$ cat config.mk
export PLATFORM = sky130hd
export DESIGN_NAME = filter_read_addr_gen
export DESIGN_NICKNAME = d
export VERILOG_FILES = /design/src/rtl/filter_read_addr_gen.sv
export SDC_FILE = /design/constraint.sdc
export NUM_CORES = 1
export LEC_CHECK = 0
export BUFFER_PORTS_ARGS = -buffer_cell sky130_fd_sc_hd__buf_2
export CORE_UTILIZATION = 48
export CTS_CLUSTER_SIZE = 8
export DETAILED_ROUTE_END_ITERATION = 16
export GPL_ROUTABILITY_DRIVEN = 0
export PLACE_DENSITY = 0.76
export SLEW_MARGIN = 5
export SYNTH_ARGS = -nofsm -noshare
export SYNTH_HDL_FRONTEND = slang
export SYNTH_SLANG_ARGS = --single-unit
$ cat constraint.sdc
create_clock -name clk -period 3.2 [get_ports clk]
set_clock_uncertainty 0.2 [all_clocks]
set_input_delay 0 -clock clk [delete_from_list [all_inputs] [get_ports clk]]
set_output_delay 0 -clock clk [all_outputs]
set_load 0.005 [all_outputs]
$ cat src/rtl/filter_read_addr_gen.sv
// Filter scratchpad read-address walker: replays one filter reuse_count times
// under a valid/ready handshake, then pulses next_filter to advance the start-address stage.
module filter_read_addr_gen #(
    parameter int ADDR_WIDTH      = 16,
    parameter int MAX_FILTER_SIZE = 4,
    parameter int REUSE_WIDTH     = 8
) (
    input  logic                       clk,
    input  logic                       rst,
    input  logic                       start,
    input  logic [ADDR_WIDTH-1:0]      filter_start_addr,
    input  logic [MAX_FILTER_SIZE-1:0] filter_size,
    input  logic                       interleaved_mode,
    input  logic                       lane_sel,
    input  logic [REUSE_WIDTH-1:0]     reuse_count,
    input  logic                       rd_ready,
    output logic                       rd_valid,
    output logic [ADDR_WIDTH-1:0]      rd_addr,
    output logic                       rd_last,
    output logic                       next_filter,
    output logic                       busy,
    output logic                       done
);

    localparam logic [MAX_FILTER_SIZE-1:0] SZ_ONE = MAX_FILTER_SIZE'(1);
    localparam logic [REUSE_WIDTH-1:0]     RU_ONE = REUSE_WIDTH'(1);

    typedef enum logic [1:0] {IDLE, RUN, NEXT} state_t;

    state_t                     state;
    logic [ADDR_WIDTH-1:0]      pass_base;
    logic [MAX_FILTER_SIZE-1:0] size_q;
    logic [MAX_FILTER_SIZE-1:0] elem;
    logic [REUSE_WIDTH-1:0]     reuse_q;
    logic [REUSE_WIDTH-1:0]     pass;
    logic                       stride2;
    logic [ADDR_WIDTH-1:0]      step;
    logic [ADDR_WIDTH-1:0]      first_addr;

    assign step       = stride2 ? ADDR_WIDTH'(2) : ADDR_WIDTH'(1);
    assign first_addr = filter_start_addr + ADDR_WIDTH'(interleaved_mode & lane_sel);

    always_ff @(posedge clk or negedge rst) begin
        if (!rst) begin
            state       <= IDLE;
            pass_base   <= '0;
            size_q      <= '0;
            elem        <= '0;
            reuse_q     <= '0;
            pass        <= '0;
            stride2     <= 1'b0;
            rd_valid    <= 1'b0;
            rd_addr     <= '0;
            rd_last     <= 1'b0;
            next_filter <= 1'b0;
            busy        <= 1'b0;
            done        <= 1'b0;
        end else begin
            case (state)
                IDLE: begin
                    done        <= 1'b0;
                    next_filter <= 1'b0;
                    if (start) begin
                        if (filter_size != '0 && reuse_count != '0) begin
                            // lane offset is folded into the pass base so each replay restarts there
                            pass_base <= first_addr;
                            size_q    <= filter_size;
                            reuse_q   <= reuse_count;
                            stride2   <= interleaved_mode;
                            elem      <= '0;
                            pass      <= '0;
                            rd_valid  <= 1'b1;
                            rd_addr   <= first_addr;
                            rd_last   <= (filter_size == SZ_ONE);
                            busy      <= 1'b1;
                            state     <= RUN;
                        end else begin
                            done <= 1'b1;
                        end
                    end
                end
                RUN: begin
                    if (rd_ready) begin
                        if (rd_last) begin
                            elem <= '0;
                            if (pass == reuse_q - RU_ONE) begin
                                // rd_addr keeps the final address while idle
                                rd_valid    <= 1'b0;
                                rd_last     <= 1'b0;
                                next_filter <= 1'b1;
                                done        <= 1'b1;
                                state       <= NEXT;
                            end else begin
                                pass    <= pass + RU_ONE;
                                rd_addr <= pass_base;
                                rd_last <= (size_q == SZ_ONE);
                            end
                        end else begin
                            elem    <= elem + SZ_ONE;
                            rd_addr <= rd_addr + step;
                            rd_last <= (elem + SZ_ONE == size_q - SZ_ONE);
                        end
                    end
                end
                NEXT: begin
                    next_filter <= 1'b0;
                    done        <= 1'b0;
                    busy        <= 1'b0;
                    state       <= IDLE;
                end
                default: state <= IDLE;
            endcase
        end
    end

endmodule

== After elaboration in Yosys (flattened, before gate mapping) ==
Index checks and enable logic that the tools add are counted.
Storage, ports and cells
  flip-flop bits (word level): 64
  output and inout port bits: 21
  word-level logic and storage cells: 95
  input bits: 34
Operators by class
  bitwise gates (word level): 1
  equality and inequality tests: 13
  muxes and demuxes: 44
  add/subtract/negate cells: 6
  reductions and logical operators: 18
Operators with widths (count)
  $mux W16: 5
  $mux W8: 5
  $pmux W16 S2: 1
  $add A16 B1 Y16: 1
  $add A16 B2 Y16: 1
  $mux W4: 4
  $pmux W8 S2: 1
  $mux W1: 15
  $mux W2: 6
  $ne A2 B2 Y1 const B: 6
  $reduce_and A4 Y1: 3
  $reduce_and A6 Y1: 2
  $reduce_and A5 Y1: 2
  $add A8 B1 Y8 const B: 1
  $eq A4 B1 Y1 const B: 2
  $eq A8 B8 Y1: 1
  $pmux W1 S2: 4
  $pmux W4 S2: 1
  $reduce_bool A8 Y1: 1
  $sub A8 B1 Y8 const B: 1
  $reduce_and A3 Y1: 2
  $reduce_bool A2 Y1: 3
  $add A4 B1 Y4 const B: 1
  $eq A4 B4 Y1: 1
  other kinds (12): 12

== Longest topological paths before layout ==
  depth in word-level cells: 6
  depth in mapped cells: 11
  gate-level depth less buffers: 10

== Least setup slack after synthesis ==
OpenSTA, ideal clock, no wires.
  path type: reg2reg
  from: register reuse_q[0]
  to: register rd_addr[0]
  data arrival time: 2.556 ns
  stages on the path, launching flop included: 10
  path buffers: 1
  required time: 2.875 ns
  period minus slack after synthesis: 2.881 ns
  setup slack: 0.319 ns
  setup time: 0.125 ns
  path through: dfrtp_1 inv_1 ha_1 nor2b_1 or3_1 a31o_1 a2111oi_4 a21boi_2 buf_6 mux2_4
On the way
  word-level cells in the longest chain between the ends: 4
Ends and longest elaborated chain
  start, declared: RTL line 34  | logic [REUSE_WIDTH-1:0] reuse_q;
  start signal, assigned: RTL line 68  | reuse_q <= reuse_count;
  $sub A8 B1 Y8: RTL line 86  | if (pass == reuse_q - RU_ONE) begin
  $eq A8 B8 Y1: RTL line 86
  $ne A3 B3 Y1 (no source line)
  $reduce_and A5 Y1 (no source line)
  end signal, assigned: RTL line 73  | rd_addr <= first_addr;
  end signal, assigned: RTL line 95  | rd_addr <= pass_base;
  end signal, assigned: RTL line 100  | rd_addr <= rd_addr + step;
  end, declared: RTL line 18  | output logic [ADDR_WIDTH-1:0] rd_addr,
No other way between the ends.
A chain may end at the register's enable or synchronous reset.

== Final worst setup path ==
  from: register reuse_q[1]
  to: register pass[0]
On the way
  word-level cells in the longest chain between the ends: 4
Ends and longest elaborated chain
  $sub A8 B1 Y8: RTL line 86
  $eq A8 B8 Y1: RTL line 86
  $ne A2 B2 Y1 (no source line)
  $reduce_and A6 Y1 (no source line)
  end signal, assigned: RTL line 94  | pass <= pass + RU_ONE;
  end, declared: RTL line 35  | logic [REUSE_WIDTH-1:0] pass;
No other way between the ends.

==> results.md <==
* Worst min-delay path class: in2async
* Fin crit share at 94.26%
* Post-Synth Adder-Cell Area at 4.299%
* Reg2reg start: reuse_q[1]
* Startpoint class of the critical path: flop
* Synth Net Count at 511
* Setup TNS at 0 ns
* Via count at 4009
* Inst Count DP at 613
* CTS tree: done
* Seq/Total Area, Yosys at 37.69%
* Syn Inst Count at 463
* Most common cell in the netlist: dfrtp_1
* Num CTS Buffers at 9
* Minimum clock period at 3.016 ns
* Share of cells above drive strength 1 at 20.96%
* Die area at 9232 um^2
* Wire per inst at 17.78 um
* Die X at 96.09 um
* Synth Area in XOR/XNOR at 8.775%
* Starting Density at 50.69%
* Number of global-route vias before repair at 4028
* Num rows at 33
* PwrDens at 933.4 nW/um^2
* Slew headroom at 33.77%
* RSZ-0062 raised after global routing: no
* CP required at 3.24 ns
* Largest family of logic cells by synthesized area: simple AND/OR/NAND/NOR gates
* Clock buffer depth at 2
* Synth top area cells: dfrtp_1 (38%), xnor2_1 (4.9%), mux2_2 (4.5%)
* Slew Limit Fails at 0
* Fill cell count at 705
* Async SR Flop Fraction at 100.0%
* Post-Layout Cell Count at 668
* Fmax at 331.5 MHz
* FF-to-FF path depth at 10
* First-pass GRT wire length at 19640 um
* Count of final hold-check violations at 0
* Max-Cap Viols at 0
* CP arrival at 3.05 ns
* CP Max Fanout at 17
* R2r endpoint: pass[0]
* Root Buffer: clkbuf_8
* Leakage at 2.225 nW
* Initial antenna violation count at 0
* Worst skew pair latency at 0.35 ns
* Mapped cell area at 4249 um^2
* Largest net degree at the start of global routing at 44
* Top post-synthesis cells by count: dfrtp_1 (64), nor2_1 (43), nand2_1 (39)
* Tot Pwr at 4.888 mW
* CTS clk-pin slew, worst paths at 0.08 ns
* Net count, final at 606
* Clk sinks at 64
* Mux cell area share after synthesis at 8.863%
* Main synth FF type: dfrtp_1
* Layout area overhead at 23.23%
* Syn_area_per_cell at 9.177 um^2
* CP Capture Type: flop
* Post-synth top area share at 37.69%
* VDD IR max at 473.8 uV
* #FFs+latches synth at 64
* Worst R2R Setup Slack at 0.18 ns
* Port bufs at 54
* Initial drt markers at 287
* DRT Pass-1 Iters at 5
* Vias per Instance at 6.001
* Yosys warnings at 0
* Cell variety after synth at 62
* Post-route ant nets at 0
* # setup viols final at 0
* Simple-gate share of the synthesized area at 18.29%
* Core Region at 8382 um^2
* Worst slew pin tran at 0.9902 ns
* Synth Area in Compound Gates at 18.08%
* Die height at 96.09 um
* Residual DRC at 0
* Status: completed
* Overflow after GRT at 0
* Detailed Place HPWL at 7951 um
* Gr usage total at 28.26%
* Cell taking the most area after synthesis: dfrtp_1
* WL final at 11880 um
* Critical setup path kind: reg2reg
* # IOs at 55
* CTS H-tree lvls at 3
* Postcts setup bufs at 0
* Ant diodes at 0
* Post-synth EDFFs at 0
cell type report:
| type | instances | area [um^2] | share of cell area [%] |
|---|---|---|---|
| inverters | 20 | 75.07 | 1.434 |
| well taps | 105 | 131.4 | 2.509 |
| flip-flops and latches | 64 | 1603 | 30.61 |
| clock buffers | 12 | 145.1 | 2.772 |
| repair buffers | 107 | 769.5 | 14.70 |
| clock inverters | 4 | 20.02 | 0.3823 |
| multi-input cells | 356 | 2492 | 47.60 |
state kept, by name, summed over array words and instances (netlist names), 2 cells and up:
signal / count
state: 2
rd_addr: 16
reuse_q: 8
size_q: 4
elem: 4
pass_base: 16
pass: 8
worst max path at each step:
stage | slack (ns) | from | cells after the start | end
4_1_cts | 0.03 | reuse_q[0] | 9 | rd_addr[5]
6_report | 0.18 | reuse_q[1] | 10 | pass[0]
3_3_place_gp | 0.14 | reuse_q[0] | 9 | rd_addr[4]
2_1_floorplan | 0.32 | reuse_q[0] | 9 | rd_addr[0]
5_1_grt | 0.03 | reuse_q[1] | 10 | pass[0]
3_5_place_dp | 0.05 | reuse_q[0] | 9 | rd_addr[5]
cell usage in the layout (no fill, tap or decap), types with 17 or more instances in the layout:
master	instances
dfrtp_1	63
buf_2	54
nor2_1	42
nand2_1	39
dlygate4sd3_1	39
o21ai_0	28
xnor2_1	24
a21oi_1	24
inv_1	20
nand3_1	18
mux2_2	17
critical path, cell delays in order, from the launching register on:
cell,delay (ns)
dfrtp_1,0.43
inv_1,0.10
ha_1,0.22
buf_4,0.16
nor2b_1,0.12
or3_1,0.34
a31o_1,0.25
a2111oi_4,0.39
buf_6,0.24
a2111oi_0,0.11
a311o_1,0.33
repair_timing:
action / CTS / global route
hold endpoints to repair: 61 / 0
hold buffers: 39 / 0
resized for setup: 0 / 3
endpoints found under the setup margin: 0 / 14
per-layer routing:
layer / vias to the layer above / track usage [%] / part of all wire [%]
met5: - / 0 / 0
met4: 0 / 12.31 / 3.5
met3: 44 / 6.082 / 5.8
met2: 168 / 48.76 / 50
met1: 1920 / 33.75 / 41
li1: 1877 / - / -
where the power goes:
group | leakage, nW | internal (mW) | switching (mW)
Sequential | 0.752 | 1.17 | 0.414
Combinational | 1.38 | 1.23 | 1.44
Clock | 0.0899 | 0.298 | 0.332
Total | 2.23 | 2.70 | 2.19
kinds of logic (layout without fill, tap and decap cells):
logic type / after synthesis / in the layout
fa+ha+maj: 14 / 14
compound gates: 109 / 109
mux: 33 / 33
simple gates: 159 / 159
buf+inv: 43 / 143
xor+xnor: 41 / 41
flops: 64 / 64
through the flow:
step / area [um^2] / hold WS, ns / worst slack (ns) / utilization [%]
5_1_grt: 5236 / 0.1531 / 0.03135 / 62.47
3_5_place_dp: 4668 / -0.1824 / 0.04700 / 55.69
2_1_floorplan: 4249 / -0.4956 / 0.3186 / -
3_3_place_gp: 4668 / -0.1934 / 0.1356 / 55.69
4_1_cts: 5224 / 0.1200 / 0.03306 / 62.32
6_report: 5236 / 0.1141 / 0.1837 / 62.47
(Power assumes the default switching activity.)
